==> config.mk <==
export PLATFORM = sky130hd
export DESIGN_NAME = reflet_ram_reader_flat
export DESIGN_NICKNAME = d
export VERILOG_FILES = /design/src/rtl/reflet_ram_reader_if.sv /design/src/rtl/reflet_ram_reader.sv /design/src/flat_wrapper.sv
export SDC_FILE = /design/constraint.sdc
export NUM_CORES = 1
export LEC_CHECK = 0
export ABC_AREA = 1
export BUFFER_PORTS_ARGS = -buffer_cell sky130_fd_sc_hd__buf_2
export CAP_MARGIN = 30
export CELL_PAD_IN_SITES_DETAIL_PLACEMENT = 0
export CELL_PAD_IN_SITES_GLOBAL_PLACEMENT = 1
export CORE_MARGIN = 5
export CORE_UTILIZATION = 40
export CTS_CLUSTER_SIZE = 10
export DETAILED_ROUTE_END_ITERATION = 10
export PLACE_DENSITY = 0.79
export SYNTH_ARGS = -nofsm -noshare
export SYNTH_HDL_FRONTEND = slang
export SYNTH_SLANG_ARGS = --single-unit
==> constraint.sdc <==
create_clock -name clk -period 4.9 [get_ports clk]
set_clock_uncertainty 0.1 [all_clocks]
set_input_delay 0.245 -clock clk [delete_from_list [all_inputs] [get_ports clk]]
set_output_delay 0.245 -clock clk [all_outputs]
set_load 0.02 [all_outputs]
==> src/rtl/reflet_ram_reader_if.sv <==
// reflet_ram_reader_if: start/config, RAM read port and output stream of the block reader
interface reflet_ram_reader_if #(parameter int addrSize = 7, parameter int depth = 8);
  logic start;
  logic [addrSize-1:0] base_addr;
  logic [addrSize:0] length;
  logic ram_enable;
  logic [addrSize-1:0] ram_addr_read;
  logic [depth-1:0] ram_data;
  logic [depth-1:0] out_data;
  logic out_valid;
  logic out_ready;
  logic busy;
  logic done;
  modport master (
    input start, base_addr, length, ram_data, out_ready,
    output ram_enable, ram_addr_read, out_data, out_valid, busy, done
  );
  modport slave (
    output start, base_addr, length, ram_data, out_ready,
    input ram_enable, ram_addr_read, out_data, out_valid, busy, done
  );
endinterface

==> src/rtl/reflet_ram_reader.sv <==
// reflet_ram_reader: walks a RAM address block and streams the words over valid/ready
module reflet_ram_reader #(
  parameter int addrSize = 7,
  parameter int size = 128,
  parameter int depth = 8
) (
  input logic clk,
  input logic reset,
  reflet_ram_reader_if.master bus
);
  typedef enum logic [1:0] {IDLE, RUN, DRAIN, FINISH} state_t;
  localparam logic [addrSize:0] ONE = 1;
  localparam logic [addrSize-1:0] LAST_ADDR = addrSize'(size - 1);
  state_t state, state_n;
  logic [addrSize-1:0] addr;
  logic [addrSize:0] remaining;
  logic inflight;
  logic [depth-1:0] mem [2];
  logic head;
  logic [1:0] count;
  logic [2:0] occ;
  logic pop, accept, issue, last_issue, last_pop;
  assign pop = bus.out_valid && bus.out_ready;
  assign accept = state == IDLE && bus.start;
  // occupancy after this cycle's push/pop; a new issue lands one cycle later
  assign occ = {1'b0, count} + {2'b0, inflight} - {2'b0, pop};
  assign issue = state == RUN && occ < 3'd2;
  assign last_issue = issue && remaining == ONE;
  assign last_pop = state == DRAIN && pop && count == 2'd1 && !inflight;
  always_comb begin
    state_n = state;
    state_n = state == IDLE ? (bus.start ? (bus.length == '0 ? FINISH : RUN) : IDLE) :
              state == RUN ? (last_issue ? DRAIN : RUN) :
              state == DRAIN ? (last_pop ? FINISH : DRAIN) : IDLE;
  end
  assign bus.busy = state == RUN || state == DRAIN;
  assign bus.ram_enable = bus.busy;
  assign bus.done = state == FINISH;
  assign bus.ram_addr_read = addr;
  assign bus.out_valid = count != 2'd0;
  assign bus.out_data = mem[head];
  always_ff @(posedge clk or negedge reset) begin
    if (!reset) begin
      state <= IDLE;
      addr <= '0;
      remaining <= '0;
      inflight <= 1'b0;
      head <= 1'b0;
      count <= 2'd0;
      mem[0] <= '0;
      mem[1] <= '0;
    end else begin
      state <= state_n;
      if (accept) begin
        addr <= bus.base_addr;
        remaining <= bus.length;
      end else if (issue) begin
        remaining <= remaining - ONE;
        if (!last_issue) addr <= addr == LAST_ADDR ? '0 : addr + 1'b1;
      end
      inflight <= issue;
      if (inflight) mem[head ^ count[0]] <= bus.ram_data;
      if (pop) head <= ~head;
      count <= count + {1'b0, inflight} - {1'b0, pop};
    end
  end
endmodule

==> src/flat_wrapper.sv <==
// flat-port wrapper written by rule: the top's interface ports become plain ports
module reflet_ram_reader_flat 
#(
  parameter int addrSize = 7,
  parameter int size = 128,
  parameter int depth = 8
)
  (clk, reset, bus_start, bus_base_addr, bus_length, bus_ram_data, bus_out_ready, bus_ram_enable, bus_ram_addr_read, bus_out_data, bus_out_valid, bus_busy, bus_done);
  reflet_ram_reader_if #(.addrSize(addrSize), .depth(depth)) bus_i ();
  input logic clk;
  input logic reset;
  input wire logic [$bits(bus_i.start)-1:0] bus_start;
  input wire logic [$bits(bus_i.base_addr)-1:0] bus_base_addr;
  input wire logic [$bits(bus_i.length)-1:0] bus_length;
  input wire logic [$bits(bus_i.ram_data)-1:0] bus_ram_data;
  input wire logic [$bits(bus_i.out_ready)-1:0] bus_out_ready;
  output wire logic [$bits(bus_i.ram_enable)-1:0] bus_ram_enable;
  output wire logic [$bits(bus_i.ram_addr_read)-1:0] bus_ram_addr_read;
  output wire logic [$bits(bus_i.out_data)-1:0] bus_out_data;
  output wire logic [$bits(bus_i.out_valid)-1:0] bus_out_valid;
  output wire logic [$bits(bus_i.busy)-1:0] bus_busy;
  output wire logic [$bits(bus_i.done)-1:0] bus_done;
  assign bus_i.start = bus_start;
  assign bus_i.base_addr = bus_base_addr;
  assign bus_i.length = bus_length;
  assign bus_i.ram_data = bus_ram_data;
  assign bus_i.out_ready = bus_out_ready;
  assign bus_ram_enable = bus_i.ram_enable;
  assign bus_ram_addr_read = bus_i.ram_addr_read;
  assign bus_out_data = bus_i.out_data;
  assign bus_out_valid = bus_i.out_valid;
  assign bus_busy = bus_i.busy;
  assign bus_done = bus_i.done;
  reflet_ram_reader #(.addrSize(addrSize), .size(size), .depth(depth)) u_core (.clk(clk), .reset(reset), .bus(bus_i));
endmodule
==> results of run 1 <==
[worst min-delay path, stage by stage]
cell and delay, ns:
buf_2 0.09, nand2_1 0.06, o21ai_2 0.04
[stage by stage]
step	total power, mW	area (µm²)	hold slack [ns]
global route	1.87	2530	0.0838
floorplan	1.20	2120	-0.151
detailed placement	1.43	2400	0.309
global placement	1.42	2400	0.307
finish	1.69	2530	0.0780
CTS	1.71	2530	0.0690
[repair_timing]
item | 4_1_cts | 5_1_grt
gates resized for setup | 0 | 0
hold endpoints to repair | 37 | 0
setup endpoints to repair | 0 | 0
hold buffers | 1 | 0
[power breakdown]
group	switching (mW)	internal, mW
Combinational	0.554	0.296
Clock	0.112	0.166
Sequential	0.109	0.452
Total	0.775	0.914
[worst max-delay path by stage]
stage | from | end | slack [ns]
4_1_cts | u_core.count[0] | u_core.bus.ram_addr_read[2] | 2.01
6_report | u_core.count[0] | u_core.bus.ram_addr_read[3] | 2.05
2_1_floorplan | u_core.count[0] | u_core.bus.ram_addr_read[2] | 2.21
5_1_grt | u_core.count[0] | u_core.bus.ram_addr_read[3] | 1.76
3_3_place_gp | u_core.count[0] | u_core.bus.ram_addr_read[4] | 2.11
3_5_place_dp | u_core.count[0] | u_core.bus.ram_addr_read[3] | 2.05
[sequential cells by signal, indices dropped and copies added, names as in the netlist]
register	count
u_core.mem	16
u_core.state	2
u_core.inflight	1
u_core.remaining	8
u_core.count	2
u_core.bus.ram_addr_read	7
u_core.head	1
[cells in the mapped netlist, types with 2 or more instances]
cell type	n
dfrtp_1	37
nand2_1	99
nand2_2	3
ha_1	9
nand3_1	24
nor2_1	13
xnor2_1	2
o211ai_1	4
clkbuf_1	2
inv_1	36
o21ai_0	17
nor3_1	2
xor2_1	3
o21ai_2	7
inv_2	2
[layer usage]
metal  global-route usage  vias to the layer above  routed length (µm)
met4               0.0359                        0                  48
met5                    0                        -                   0
met1                0.208                      854                2240
met3               0.0400                        6                 287
met2                0.244                       59                2050
li1                     -                      961                   -
[cells by family (layout without fill, tap and decap cells)]
group,Yosys count,after routing,share of synthesized area
buffers and inverters,43,92,0.0821
XOR/XNOR,6,6,0.0283
adder cells (fa/ha/maj),10,10,0.0626
flip-flops,37,37,0.437
AO/OA/AOI/OAI,31,31,0.0915
multiplexers,1,1,0.00472
AND/OR/NAND/NOR,148,148,0.294
[layout make-up]
cell class | instances | share of cell area
repair buffers | 46 | 0.0929
clock inverters | 2 | 0.0148
multi-input cells | 196 | 0.403
inverters | 38 | 0.0564
clock buffers | 6 | 0.0326
flip-flops and latches | 37 | 0.366
well taps | 70 | 0.0346
==> results.toml, run 1 <==
[critical_path]
cpPeakStageDelay_ns = 0.46
worstSetupPathDepth = 14
worstReg2RegEnd = "u_core.bus.ram_addr_read[3]"
cp.arrival_ns = 2.98
worst_setup_path_start_kind = "register"
reg2reg_slack_ns = 2.05
critPathRequiredTime_ns = 5.03
critPathMaxFanout = 10
cp_slowest_cell = "fa_1"
ff2ff_path_depth = 14
path_cells = "or2_2, nand2_1, inv_1, ha_1, inv_1, ha_1, fa_1, nor2_1, nand3_2, nand2_2, nand2_2, inv_2, nand2_1, nand2_1"
path_delay_family = "simple AND/OR/NAND/NOR gates"
worstSetupPathType = "reg2reg"
cp-end-kind = "register"
worstReg2RegStart = "u_core.count[0]"
cp.buffers_inverters = 3
path_common_cell = "nand2_1"

[sta]
period_minus_slack_ns = 2.85
hold_violations = 0
setup_viol = 0
slew_viol_final = 0
tns_ns = 0
min_period_over_period = 0.582
max-slew-margin-rel = 0.430
rsz0062_at_grt = "false"
worstMarginPinSlew_ns = 0.854
fin_ws_ns = 2.05
fmaxAchievable_mhz = 351

[route]
via_count = 1880
routed_wl_um = 4620
drtIter0Drc = 64
wl_per_cell_um = 11.7
via_per_inst = 4.76
dr.pass1.iters = 4
drc_errors = 0
antenna_left = 0

[global_route]
grt_pass1_wl_um = 8140
grt_max_degree = 38
grt_usage = 0.153
grt_remaining_overflow = 0
grt_pass1_vias = 1814
antenna_found_initial = 0

[logic_synthesis]
syn_area_mm2 = 0.00212
yosys.area.top_type = "dfrtp_1"
syn-num-nets = 313
syn_area_per_cell_um2 = 7.68
yosys_warnings = 0
ys_top_cells_by_area = "dfrtp_1, nand2_1, inv_1, nand3_1, ha_1"
synthArstFlopShare = 1.00
synth-seq-cells = 37
synth-edff-count = 0
synthFlopType = "dfrtp_1"
synth.top_cell.area_share = 0.437
synthCells = 276
synth_cell_types = 31
ys_seq_area_frac = 0.437

[floorplan]
pin_count = 46
row_count = 26
start_util = 0.412
die_h_um = 82.8
die_w_um = 82.8
dieArea_mm2 = 0.00686
fp.coreArea_mm2 = 0.00514

[final_layout]
nFillCells = 576
area_growth_pct = 19.4
final_core_util = 0.492
multi_input_area_mm2 = 0.00102
layout-drive-gt1-share = 0.215
layout_commonest_cell = "nand2_1"
layout_common_cells = "nand2_1, buf_2, dfrtp_1, inv_1, nand3_1"
num_antenna_cells = 0
final_cells = 395
final-seq-area_um2 = 926
fin_nets = 361

[worst_hold_path]
hold_start = "bus_ram_data[5]"
worst_hold_path.num_cells = 3
holdPathEnd = "u_core.mem[5]"
hp-class = "in2reg"

[clock_network]
postCtsSetupRepairBufs = 0
htreeDepth = 2
ctsRootBufferMaster = "clkbuf_8"
tritoncts = "done"
clk_latency_ns = 0.29
clk_pin_slew_ns = 0.08
cts-buffers-inserted = 5
cts_sinks = 37
cts.path.max_buffers = 2

[power]
leakagePower_nw = 1.35
irDropWorstVdd_mv = 0.258
powerDensity_mw_per_mm2 = 667

[placement]
dp_slack_ns = 2.05
dp_hpwl_um = 3460
portBuffers = 45
dp.cells = 386
place.gp.congestion = 0.739

[run_status]
status = "finished clean"

[flow_run]
drv_cap = 0
Power figures use the tool's default switching activity.
==> run 2: changes to the inputs <==
Settings changed: CORE_UTILIZATION 40 to 35, PLACE_DENSITY 0.79 to 0.73.
Clock period 4.9 ns to 2.6 ns, I/O delays scaled along.
==> results.toml, run 2 (synthesis gave the netlist of run 1 again) <==
[worst_hold_path]
holdPathEnd = "u_core.bus.ram_addr_read[2]"
worst_hold_path.num_cells = 3
hp-class = "in2reg"
hold_start = "bus_base_addr[2]"

[sta]
worstMarginPinSlew_ns = 0.864
fin_ws_ns = 0.0586
fmaxAchievable_mhz = 393
slew_viol_final = 0
hold_violations = 0
period_minus_slack_ns = 2.54
min_period_over_period = 0.977
hold_ws_ns = 0.0115
setup_viol = 0
max-slew-margin-rel = 0.424
rsz0062_at_grt = "true"
tns_ns = 0

[final_layout]
fin_nets = 381
layout-drive-gt1-share = 0.252
final_area_mm2 = 0.00276
area_growth_pct = 30.1
top_register = "u_core.mem"
layout_common_cells = "nand2_1, buf_2, dfrtp_1, inv_1, nand3_1"
final_core_util = 0.466
num_antenna_cells = 0
layout_commonest_cell = "nand2_1"
largest_reg_flops = 16
nFillCells = 618
final_cells = 420

[global_route]
grt-busiest-layer = "met2"
gr-usage-met1 = 0.185
grt_pass1_vias = 1900
use_met3 = 0.0310
use_met2 = 0.221
grt_max_degree = 38
grt_remaining_overflow = 0
grt_pass1_wl_um = 8340
grt_usage = 0.137
antenna_found_initial = 0

[critical_path]
path_cells = "or2_4, nand2_2, inv_2, ha_4, inv_2, ha_4, fa_1, nor2_1, nand3_2, nand2_4, buf_6, o211ai_1"
critPathMaxFanout = 6
worst_setup_path_start_kind = "register"
cp_slowest_cell = "fa_1"
path_delay_family = "adder cells"
critPathRequiredTime_ns = 2.67
cp-end-kind = "register"
worstReg2RegStart = "u_core.count[0]"
cp.buffers_inverters = 3
cp.arrival_ns = 2.61
worstSetupPathType = "reg2reg"
ff2ff_path_depth = 12
reg2reg_slack_ns = 0.06
worstReg2RegEnd = "u_core.remaining[0]"
cpPeakStageDelay_ns = 0.45

[placement]
place.gp.congestion = 0.786
dp_slack_ns = -0.0334
portBuffers = 45
dp_hpwl_um = 3550
dp.cells = 398
placed_area_mm2 = 0.00247

[run_status]
status = "finished clean"

[route]
drtIter0Drc = 54
antenna_left = 0
via_per_inst = 4.51
drc_errors = 0
wl_per_cell_um = 11.8
via_count = 1895
routed_wl_um = 4950
dr.pass1.iters = 4

[floorplan]
start_util = 0.358
die_w_um = 87.8
pin_count = 46
row_count = 28
fp.coreArea_mm2 = 0.00592
die_h_um = 87.8
dieArea_mm2 = 0.00771

[clock_network]
htreeDepth = 2
ctsRootBufferMaster = "clkbuf_8"
tritoncts = "done"
cts-buffers-inserted = 5
clk_pin_slew_ns = 0.07
cts_sinks = 37
clk_latency_ns = 0.29
cts.path.max_buffers = 2

[power]
leakagePower_nw = 1.44
powerDensity_mw_per_mm2 = 1190
power_mw = 3.30
irDropWorstVdd_mv = 0.466

[flow_run]
drv_cap = 0
[run 2: layout make-up]
| type | instances | area (µm²) | share of cell area |
|---|---|---|---|
| Sequential cell | 37 | 926 | 0.336 |
| Clock buffer | 5 | 68.8 | 0.0250 |
| Inverter | 38 | 148 | 0.0535 |
| Tap cell | 75 | 93.8 | 0.0340 |
| Clock inverter | 3 | 17.5 | 0.00635 |
| Timing Repair Buffer | 66 | 423 | 0.153 |
| Multi-Input combinational cell | 196 | 1080 | 0.392 |
[run 2: power by group]
part           switching, mW  total [mW]  internal [mW]
sequential             0.182        1.03          0.852
clock                  0.212       0.397          0.185
combinational           1.15        1.86          0.710
total                   1.55        3.30           1.75
[run 2: worst max-delay path by stage]
stage                                        to  cells after the start       startpoint
floorplan           u_core.bus.ram_addr_read[2]                     13  u_core.count[0]
global placement    u_core.bus.ram_addr_read[0]                     14  u_core.count[1]
detailed placement  u_core.bus.ram_addr_read[6]                     14  u_core.count[1]
CTS                         u_core.remaining[4]                     13  u_core.count[0]
global route        u_core.bus.ram_addr_read[0]                     14  u_core.count[0]
finish                      u_core.remaining[0]                     12  u_core.count[0]
[run 2: repair_timing]
item,4_1_cts,5_1_grt
resized for setup,4,15
pin swaps,5,6
setup buffers,1,0
hold buffers,13,0
gates cloned,0,0
hold endpoints to repair,57,0
endpoints found under the setup margin,11,17
[run 2: worst min-delay path, delay by kind of cell]
family,cells,cell delay [ns]
compound gates,2,0.15
buf+inv,1,0.08
[run 2: routing by layer]
layer  part of all wire  routed length [µm]
met4              0.010                  51
met5                  0                   0
met2               0.44                2200
met1               0.50                2460
met3              0.049                 240
==> run 3: changes to the inputs <==
Settings changed: GPL_ROUTABILITY_DRIVEN from default to 0, RECOVER_POWER from default to 25.
==> results.toml, run 3 (synthesis gave the netlist of run 1 again) <==
[final_layout]
largest_reg_flops = 16
num_antenna_cells = 0
layout_common_cells = "nand2_1, buf_2, dfrtp_1, inv_1, nand3_1"
layout-drive-gt1-share = 0.232
fin_nets = 381
nFillCells = 620
top_register = "u_core.mem"
layout_commonest_cell = "nand2_1"
area_growth_pct = 29.7

[clock_network]
clk_pin_slew_ns = 0.07
clk_latency_ns = 0.29
cts.path.max_buffers = 2
htreeDepth = 2
cts_sinks = 37
cts-buffers-inserted = 5
ctsRootBufferMaster = "clkbuf_8"
tritoncts = "done"

[placement]
dp_hpwl_um = 3550
portBuffers = 45

[route]
routed_wl_um = 4920
wl_per_cell_um = 11.7
drc_errors = 0
via_count = 1900
via_per_inst = 4.52
antenna_left = 0
dr.pass1.iters = 4
drtIter0Drc = 43

[critical_path]
cp.arrival_ns = 2.61
ff2ff_path_depth = 12
worst_setup_path_start_kind = "register"
critPathRequiredTime_ns = 2.67
path_cells = "or2_4, nand2_2, inv_2, ha_4, inv_2, ha_4, fa_1, nor2_1, nand3_2, nand2_4, buf_6, o211ai_1"
worstSetupPathType = "reg2reg"
cp_slowest_cell = "fa_1"
cp.buffers_inverters = 3
worstReg2RegEnd = "u_core.remaining[0]"
critPathLaunch = "u_core.count[0]"
worstReg2RegStart = "u_core.count[0]"
cp-end-kind = "register"
cpPeakStageDelay_ns = 0.45
critPathMaxFanout = 6
worstSetupPathDepth = 12
endpoint = "u_core.remaining[0]"
reg2reg_slack_ns = 0.06
path_delay_family = "adder cells"

[sta]
hold_ws_ns = 0.0114
rsz0062_at_grt = "true"
fmaxAchievable_mhz = 393
min_period_over_period = 0.977
setup_viol = 0
worstMarginPinSlew_ns = 0.962
period_minus_slack_ns = 2.54
hold_violations = 0
slew_viol_final = 0
max-slew-margin-rel = 0.359

[global_route]
grt_usage = 0.137
grt_pass1_vias = 1900
grt_remaining_overflow = 0
grt_pass1_wl_um = 8340
grt_max_degree = 38
antenna_found_initial = 0

[power]
p_clk_frac = 0.121
p_seq_frac = 0.315
leakagePower_nw = 1.41
p_int_mw = 1.74
p_switching_mw = 1.55
irDropWorstVdd_mv = 0.466
comb_power_share = 0.564
power_mw = 3.28
swShare = 0.471
powerDensity_mw_per_mm2 = 1190

[floorplan]
die_h_um = 87.8
start_util = 0.358
pin_count = 46
dieArea_mm2 = 0.00771
fp.coreArea_mm2 = 0.00592
die_w_um = 87.8
row_count = 28

[worst_hold_path]
hp-class = "in2reg"
worst_hold_path.num_cells = 3

[flow_run]
drv_cap = 0

[run_status]
status = "finished clean"
## run 3: cell types whose count changed in the layout (fill, tap and decap cells not counted)
cell      before  now
buf_2         45   37
clkbuf_2       0    1
clkbuf_1       0    7
## run 3: worst min-delay path by stage
stage / from / end / slack (ns)
floorplan: reset / u_core.bus.ram_addr_read[0] / -0.27
global placement: reset / u_core.mem[2] / 0.20
detailed placement: reset / u_core.count[0] / 0.20
CTS: bus_length[7] / u_core.remaining[7] / 0.006
global route: bus_length[7] / u_core.remaining[7] / 0.04
finish: bus_base_addr[2] / u_core.bus.ram_addr_read[2] / 0.01
## run 3: final cells by class
| cell class | count | area, µm² | area share |
|---|---|---|---|
| well taps | 75 | 93.8 | 0.0341 |
| clock buffers | 5 | 68.8 | 0.0250 |
| multi-input cells | 196 | 1080 | 0.393 |
| clock inverters | 3 | 17.5 | 0.00637 |
| repair buffers | 66 | 414 | 0.151 |
| flip-flops and latches | 37 | 926 | 0.337 |
| inverters | 38 | 148 | 0.0537 |
## run 3: layer usage
metal / wire, µm / track usage
met1: 2440 / 0.185
met2: 2180 / 0.221
met3: 253 / 0.0310
met4: 51 / 0.0418
met5: 0 / 0
## run 3: what timing repair did
action | 4_1_cts | 5_1_grt
buffers inserted | 1 | 0
gates cloned | 0 | 0
gates resized for setup | 4 | 15
pin swaps | 5 | 6
hold buffers | 13 | 0
setup endpoints to repair | 11 | 17
hold endpoints to repair | 57 | 0
## run 3: metrics by stage
step / instances / setup TNS (ns) / instance area [µm²] / util / setup WS, ns
after global placement: 398 / 0 / 2470 / 0.417 / 0.0419
after detailed placement: 398 / -0.121 / 2470 / 0.417 / -0.0334
final: 420 / 0 / 2750 / 0.464 / 0.0586
after floorplan: 276 / 0 / 2130 / - / 0.0141
after CTS: 420 / 0 / 2710 / 0.457 / 0.0120
after global routing: 420 / -0.983 / 2750 / 0.464 / -0.0752
## run 3: worst register-to-register path: stages (launching register included)
cell and delay [ns]:
dfrtp_1 0.38, or2_4 0.25, nand2_2 0.07, inv_2 0.05
ha_4 0.25, inv_2 0.04, ha_4 0.14, fa_1 0.45
nor2_1 0.14, nand3_2 0.16, nand2_4 0.16, buf_6 0.14
o211ai_1 0.08
## run 3: power groups by stage
stage / Combinational [mW] / Clock, mW / Sequential (mW)
floorplan: 1.21 / 0 / 1.06
detailed placement: 1.73 / 0 / 1.05
global route: 2.10 / 0.442 / 1.08
finish: 1.85 / 0.397 / 1.03
global placement: 1.73 / 0 / 1.04
CTS: 1.79 / 0.416 / 1.04
